File: config.mk
export PLATFORM = sky130hd
export DESIGN_NAME = led_pulse_stretcher
export DESIGN_NICKNAME = d
export VERILOG_FILES = /design/src/rtl/led_pulse_stretcher.sv
export SDC_FILE = /design/constraint.sdc
export NUM_CORES = 1
export LEC_CHECK = 0
export ABC_AREA = 1
export CELL_PAD_IN_SITES_DETAIL_PLACEMENT = 1
export CELL_PAD_IN_SITES_GLOBAL_PLACEMENT = 2
export CORE_MARGIN = 5
export CORE_UTILIZATION = 25
export DETAILED_ROUTE_END_ITERATION = 12
export PLACE_DENSITY = 0.7
export SKIP_LAST_GASP = 1
export SLEW_MARGIN = 10
export SYNTH_ARGS = -nofsm -noshare
export SYNTH_HDL_FRONTEND = slang
export SYNTH_SLANG_ARGS = --single-unit
File: constraint.sdc
create_clock -name clk -period 2.23 [get_ports clk]
set_clock_uncertainty 0.1 [all_clocks]
set_input_delay 0.3345 -clock clk [delete_from_list [all_inputs] [get_ports clk]]
set_output_delay 0.3345 -clock clk [all_outputs]
set_load 0.02 [all_outputs]
File: src/rtl/led_pulse_stretcher.sv
// -----------------------------------------------------------------------------
// led_pulse_stretcher
//
// Turns single-cycle event pulses into human-visible LED blinks. Each accepted
// event produces one blink: LED lit for ON_CYCLES clocks, followed by a
// mandatory dark gap of OFF_CYCLES clocks. Events arriving while a blink is in
// progress are queued in a saturating counter and replayed as further blinks,
// back to back, with a period of ON_CYCLES+OFF_CYCLES.
//
// Parameters:
//   CLK_FREQ_HZ  system clock frequency in Hz
//   ON_TIME_MS   LED on-time per blink in milliseconds
//   OFF_TIME_MS  dark gap after each blink in milliseconds
//   PENDING_W    width of the pending-event counter (saturates at all-ones)
//   SIM_SHORT    1 selects ON=4 / OFF=3 cycles for fast simulation
//
// Ports:
//   clk            system clock, rising edge
//   reset_n        synchronous reset, active-low
//   pulse_in       event request; every high cycle counts as one event
//   led_out        registered LED drive, high = lit
//   busy           registered, high whenever a blink or its gap is running
//   pending_count  events accepted but not yet started
//   overflow       sticky flag, set when an event is dropped at saturation
// -----------------------------------------------------------------------------
module led_pulse_stretcher #(
    parameter int CLK_FREQ_HZ = 100_000_000,
    parameter int ON_TIME_MS  = 100,
    parameter int OFF_TIME_MS = 100,
    parameter int PENDING_W   = 4,
    parameter int SIM_SHORT   = 0
) (
    input  logic                 clk,
    input  logic                 reset_n,
    input  logic                 pulse_in,
    output logic                 led_out,
    output logic                 busy,
    output logic [PENDING_W-1:0] pending_count,
    output logic                 overflow
);

    // -------------------------------------------------------------------------
    // Timing constants. The ms-to-cycles product is formed in 64 bits because
    // e.g. 100 ms * 100 MHz already exceeds the 32-bit range before the /1000.
    // -------------------------------------------------------------------------
    localparam longint ON_CYCLES_L  = (longint'(ON_TIME_MS)  * longint'(CLK_FREQ_HZ)) / longint'(1000);
    localparam longint OFF_CYCLES_L = (longint'(OFF_TIME_MS) * longint'(CLK_FREQ_HZ)) / longint'(1000);

    localparam int ON_CYCLES  = (SIM_SHORT != 0) ? 4 : int'(ON_CYCLES_L);
    localparam int OFF_CYCLES = (SIM_SHORT != 0) ? 3 : int'(OFF_CYCLES_L);

    localparam int MAX_CYCLES = (ON_CYCLES > OFF_CYCLES) ? ON_CYCLES : OFF_CYCLES;

    // A phase of a single cycle would give $clog2()==0; keep at least one bit
    // so the timer is always a legal vector.
    localparam int TIMER_W = (MAX_CYCLES > 1) ? $clog2(MAX_CYCLES) : 1;

    localparam logic [TIMER_W-1:0] TIMER_ZERO = '0;
    localparam logic [TIMER_W-1:0] TIMER_ONE  = TIMER_W'(1);
    localparam logic [TIMER_W-1:0] ON_LAST    = TIMER_W'(ON_CYCLES - 1);
    localparam logic [TIMER_W-1:0] OFF_LAST   = TIMER_W'(OFF_CYCLES - 1);

    localparam logic [PENDING_W-1:0] PEND_ZERO = '0;
    localparam logic [PENDING_W-1:0] PEND_ONE  = PENDING_W'(1);
    localparam logic [PENDING_W-1:0] PEND_MAX  = '1;

    // -------------------------------------------------------------------------
    // FSM encoding
    // -------------------------------------------------------------------------
    localparam logic [1:0] ST_IDLE = 2'd0;
    localparam logic [1:0] ST_ON   = 2'd1;
    localparam logic [1:0] ST_GAP  = 2'd2;

    // -------------------------------------------------------------------------
    // State
    // -------------------------------------------------------------------------
    logic [1:0]           state_reg;
    logic [1:0]           state_next;
    logic [TIMER_W-1:0]   timer_reg;
    logic [TIMER_W-1:0]   timer_next;
    logic [PENDING_W-1:0] pending_reg;
    logic [PENDING_W-1:0] pending_next;
    logic                 overflow_reg;
    logic                 overflow_next;
    logic                 led_reg;
    logic                 led_next;
    logic                 busy_reg;
    logic                 busy_next;

    // -------------------------------------------------------------------------
    // Decode helpers
    // -------------------------------------------------------------------------
    logic pending_nz;
    logic on_done;
    logic gap_done;
    logic start;

    assign pending_nz = (pending_reg != PEND_ZERO);
    assign on_done    = (timer_reg == ON_LAST);
    assign gap_done   = (timer_reg == OFF_LAST);

    // A new blink may begin from IDLE at once, or from GAP only on its last
    // cycle, so the dark gap is never cut short.
    always_comb begin
        start = 1'b0;
        case (state_reg)
            ST_IDLE: start = pending_nz;
            ST_GAP:  start = gap_done && pending_nz;
            default: start = 1'b0;
        endcase
    end

    // -------------------------------------------------------------------------
    // Next-state logic
    // -------------------------------------------------------------------------
    always_comb begin
        state_next = state_reg;
        case (state_reg)
            ST_IDLE: begin
                if (start) begin
                    state_next = ST_ON;
                end
            end
            ST_ON: begin
                if (on_done) begin
                    state_next = ST_GAP;
                end
            end
            ST_GAP: begin
                if (start) begin
                    state_next = ST_ON;
                end else if (gap_done) begin
                    state_next = ST_IDLE;
                end
            end
            default: state_next = ST_IDLE;
        endcase
    end

    // The timer restarts on every state entry (GAP->ON included, since that is
    // a change of state) and is held at zero while idle so it does not toggle.
    always_comb begin
        timer_next = timer_reg + TIMER_ONE;
        if ((state_next != state_reg) || (state_next == ST_IDLE)) begin
            timer_next = TIMER_ZERO;
        end
    end

    // -------------------------------------------------------------------------
    // Pending-event counter. An incoming event and a blink start in the same
    // cycle cancel out, so the counter only saturates when it genuinely grows.
    // -------------------------------------------------------------------------
    always_comb begin
        pending_next  = pending_reg;
        overflow_next = overflow_reg;
        case ({pulse_in, start})
            2'b10: begin
                if (pending_reg == PEND_MAX) begin
                    overflow_next = 1'b1;
                end else begin
                    pending_next = pending_reg + PEND_ONE;
                end
            end
            2'b01: begin
                // start implies pending_nz, so this never wraps below zero
                pending_next = pending_reg - PEND_ONE;
            end
            default: begin
                pending_next = pending_reg;
            end
        endcase
    end

    // Outputs are decoded from the next state so that the registered copies
    // line up exactly with the state register.
    assign led_next  = (state_next == ST_ON);
    assign busy_next = (state_next != ST_IDLE);

    // -------------------------------------------------------------------------
    // Registers
    // -------------------------------------------------------------------------
    always_ff @(posedge clk) begin
        if (!reset_n) begin
            state_reg    <= ST_IDLE;
            timer_reg    <= TIMER_ZERO;
            pending_reg  <= PEND_ZERO;
            overflow_reg <= 1'b0;
            led_reg      <= 1'b0;
            busy_reg     <= 1'b0;
        end else begin
            state_reg    <= state_next;
            timer_reg    <= timer_next;
            pending_reg  <= pending_next;
            overflow_reg <= overflow_next;
            led_reg      <= led_next;
            busy_reg     <= busy_next;
        end
    end

    assign led_out       = led_reg;
    assign busy          = busy_reg;
    assign pending_count = pending_reg;
    assign overflow      = overflow_reg;

endmodule

==> results.md <==
- Synth area leaders: dfxtp_1 38%, nand2_1 8.7%, nor2_1 7.4%
- Sw Share: about 37%
- #FFs+latches synth: 33
- CTS buffer count: 5
- Setup ws final: 161 ps
- Sequential share of power: a little over a third
- NetSw: around 740 uW
- Post-synth ARST share: 0%
- Global-route wire length before repair: between 7000 and 8000 um
- Drt first pass iters: 4
- Tot GR Track Use: 11.1%
- Share of post-route cells with drive strength above 1: between 20 and 30%
- Crit end category: flop
- RSZ-0062 raised after global routing: no
- Synth Warn #: 0
- Starting density of the core: approximately 25%
- Row cnt: 30
- Critical path type: reg -> reg
- GP Congestion: around 0.75
- Hold WS: between 300 and 400 ps
- Area Overhead vs Synth: 30.2%
- Max reg flops: 24
- Combinational Power Share: between 40% and 50%
- Hold buffers post-CTS: 0
- Detailed Place HPWL: ~3600 um
- Cell taking the most area after synthesis: dfxtp_1
- GRT overflow: 0
- Post-Synthesis Cells: around 230
- Top cell type's share of synthesized area: around 38%
- Final hold vios: 0
- Vias/cell: 4.52
- IO Pins: 10
- ANT nets after route: 0
- DP Worst Slack: -13.7 ps
- Post-synth EDFFs: 0
- Top post-synthesis cells by count: 40 x nand2_1, 34 x nor2_1, 33 x dfxtp_1
- Syn Nets: 241
- Core Area: between 6000 and 7000 um2
- Worst hold path class: reg -> reg
- R2r endpoint: pending_count[3]
- Top FF cell, synth: dfxtp_1
- Port buffer count: 9
- Min-delay src: overflow
- Seq/Total Area, Yosys: between 30 and 40%
- 1st-iter DRT viols: 49
- FILL cells: 859
- Largest net degree at the start of global routing: 10
- Crit path required time: approximately 2300 ps
- Critical Path Start: timer_reg[13]
- Power Density: 893 nW/um2
- Setup TNS: 0 ps
- Final #Nets: 282
- Worst-path clk slew: about 70 ps
- R2R setup slack: 160 ps
- H-Tree Depth: 2
- Die width: slightly above 90 um
- Clock power frac: a little under a quarter
- Fin crit share: 92.8%
- CTS tree: built
- Tightest Pin Transition: 465 ps
- Worst EP arrival: 2150 ps
- Most common cell in the netlist: nand2_1
- DR WL/cell: 12.7 um
- Post-CTS Setup Bufs: 0
- Slew Limit Headroom: 68.9%
- CTS Buffer Depth: 2
- Crit-path max FO: 5
- Peak supply drop: about 0.00045 V
- Final Setup Violations: 0
- WL final: 4510 um
- Status: finished, final reports clean
- Vias in the first global route: 1630
- Cell-internal power: between 1000 and 1500 uW
- Initial antenna violation count: 0
- Min cycle time layout: 2070 ps
- Chip height: slightly above 90 um
- Max-Cap Viols: 0
- Clock sink count: 33
- Static leakage: slightly above 0.0008 uW
- Cell area after synthesis: 1720 um2
- Sink of the worst hold path: overflow
- Die area: roughly 8600 um2
- Fmax: 483 MHz
- Root Buffer: clkbuf_8
- Count of cell types in the netlist: 33
- Crit path launch type: flop
- Ant diodes: 0
- Cell depth of the worst flop-to-flop path: 16
- Hold-critical path depth: 1
- Post-layout util: 33.1%
- Clk_lat worst skew: 280 ps
- Drt drc: 0
- RR Startpoint: timer_reg[13]
- Vias: approximately 1600
- Avg Cell Area, Syn: approximately 7.3 um2
- Slew Viols, Final: 0
## power by group through the flow
stage               Clock (uW)  Combinational [uW]  Sequential [uW]
detailed placement           0                 774              730
global placement             0                 756              727
CTS                        496                 779              720
floorplan                    0                 402              787
global route               518                 896              733
finish                     471                 802              724
## cells by family (layout without fill, tap and decap cells)
logic type | Yosys count | in the layout | synth area share (%)
buffers and inverters | 37 | 78 | 8.23
XOR/XNOR | 4 | 4 | 2.04
adder cells (fa/ha/maj) | 4 | 4 | 3.35
AND/OR/NAND/NOR | 122 | 122 | 37.0
flip-flops | 33 | 33 | 38.5
AO/OA/AOI/OAI | 34 | 34 | 10.9
## layout by cell type, fill, tap and decap left out, types with 2 or more instances in the layout
cell,n
nor2_1,30
nand2_1,40
inv_1,29
nand3_2,7
nor2_2,6
buf_4,27
nand4_1,5
a211oi_1,2
clkbuf_8,6
clkdlybuf4s50_1,9
nand2_2,4
xnor2_1,3
a21oi_1,14
nand3_1,6
inv_2,6
o21ai_0,6
dfxtp_1,27
a31oi_1,2
o21ai_1,5
nor3_1,10
nor3_2,3
ha_4,2
dfxtp_2,6
nor3b_2,3
o21a_1,3
## cell type report
class	instances	area (um2)	area share, %
multi-input combinational	164	957	42.8
sequential	33	668	29.9
timing repair buffer	36	293	13.1
inverter	35	131	5.88
tap	80	100	4.48
clock buffer	7	86.3	3.86
## per-stage QoR
step | instance area [um2] | std cells | total power, uW
final | 2240 | 355 | 2000
after global routing | 2240 | 355 | 2150
after CTS | 2200 | 355 | 1990
after detailed placement | 2100 | 348 | 1500
after global placement | 2100 | 348 | 1480
after floorplan | 1720 | 234 | 1190
## critical path, cell delays in order (launching register included)
cell and delay [ps]:
dfxtp_1 350, nor2_1 110, nand2_1 110, nor2_2 130, nand3_2 90, nand2_2 80
nand3b_2 90, inv_2 90, ha_4 210, nand2_1 80, nand2_1 70, a31oi_2 160
inv_1 60, nand2_1 80, nand3_1 70, nand2_1 60, nor2_1 30
## metal layers
layer  GRT usage [%]  share of wire, %  vias up  wire length [um]
met2            19.1                48       11              2160
met1            13.5                49      750              2200
met4            2.93               1.0        0                45
met3            3.01               2.2        7                97
li1                -                 -      838                 -
met5               0                 0        -                 0
## worst max path at each step
stage	end	slack, ps
finish	pending_count[3]	160
global route	pending_count[3]	7
CTS	pending_count[3]	0.5
detailed placement	pending_count[3]	-10
global placement	pending_count[3]	100
floorplan	pending_count[3]	10
## what timing repair did
action | 4_1_cts | 5_1_grt
resized for setup | 6 | 10
endpoints found under the setup margin | 1 | 1
pin swaps | 1 | 5
cloned | 0 | 0
No activity file was read; power rests on OpenSTA's default activity.
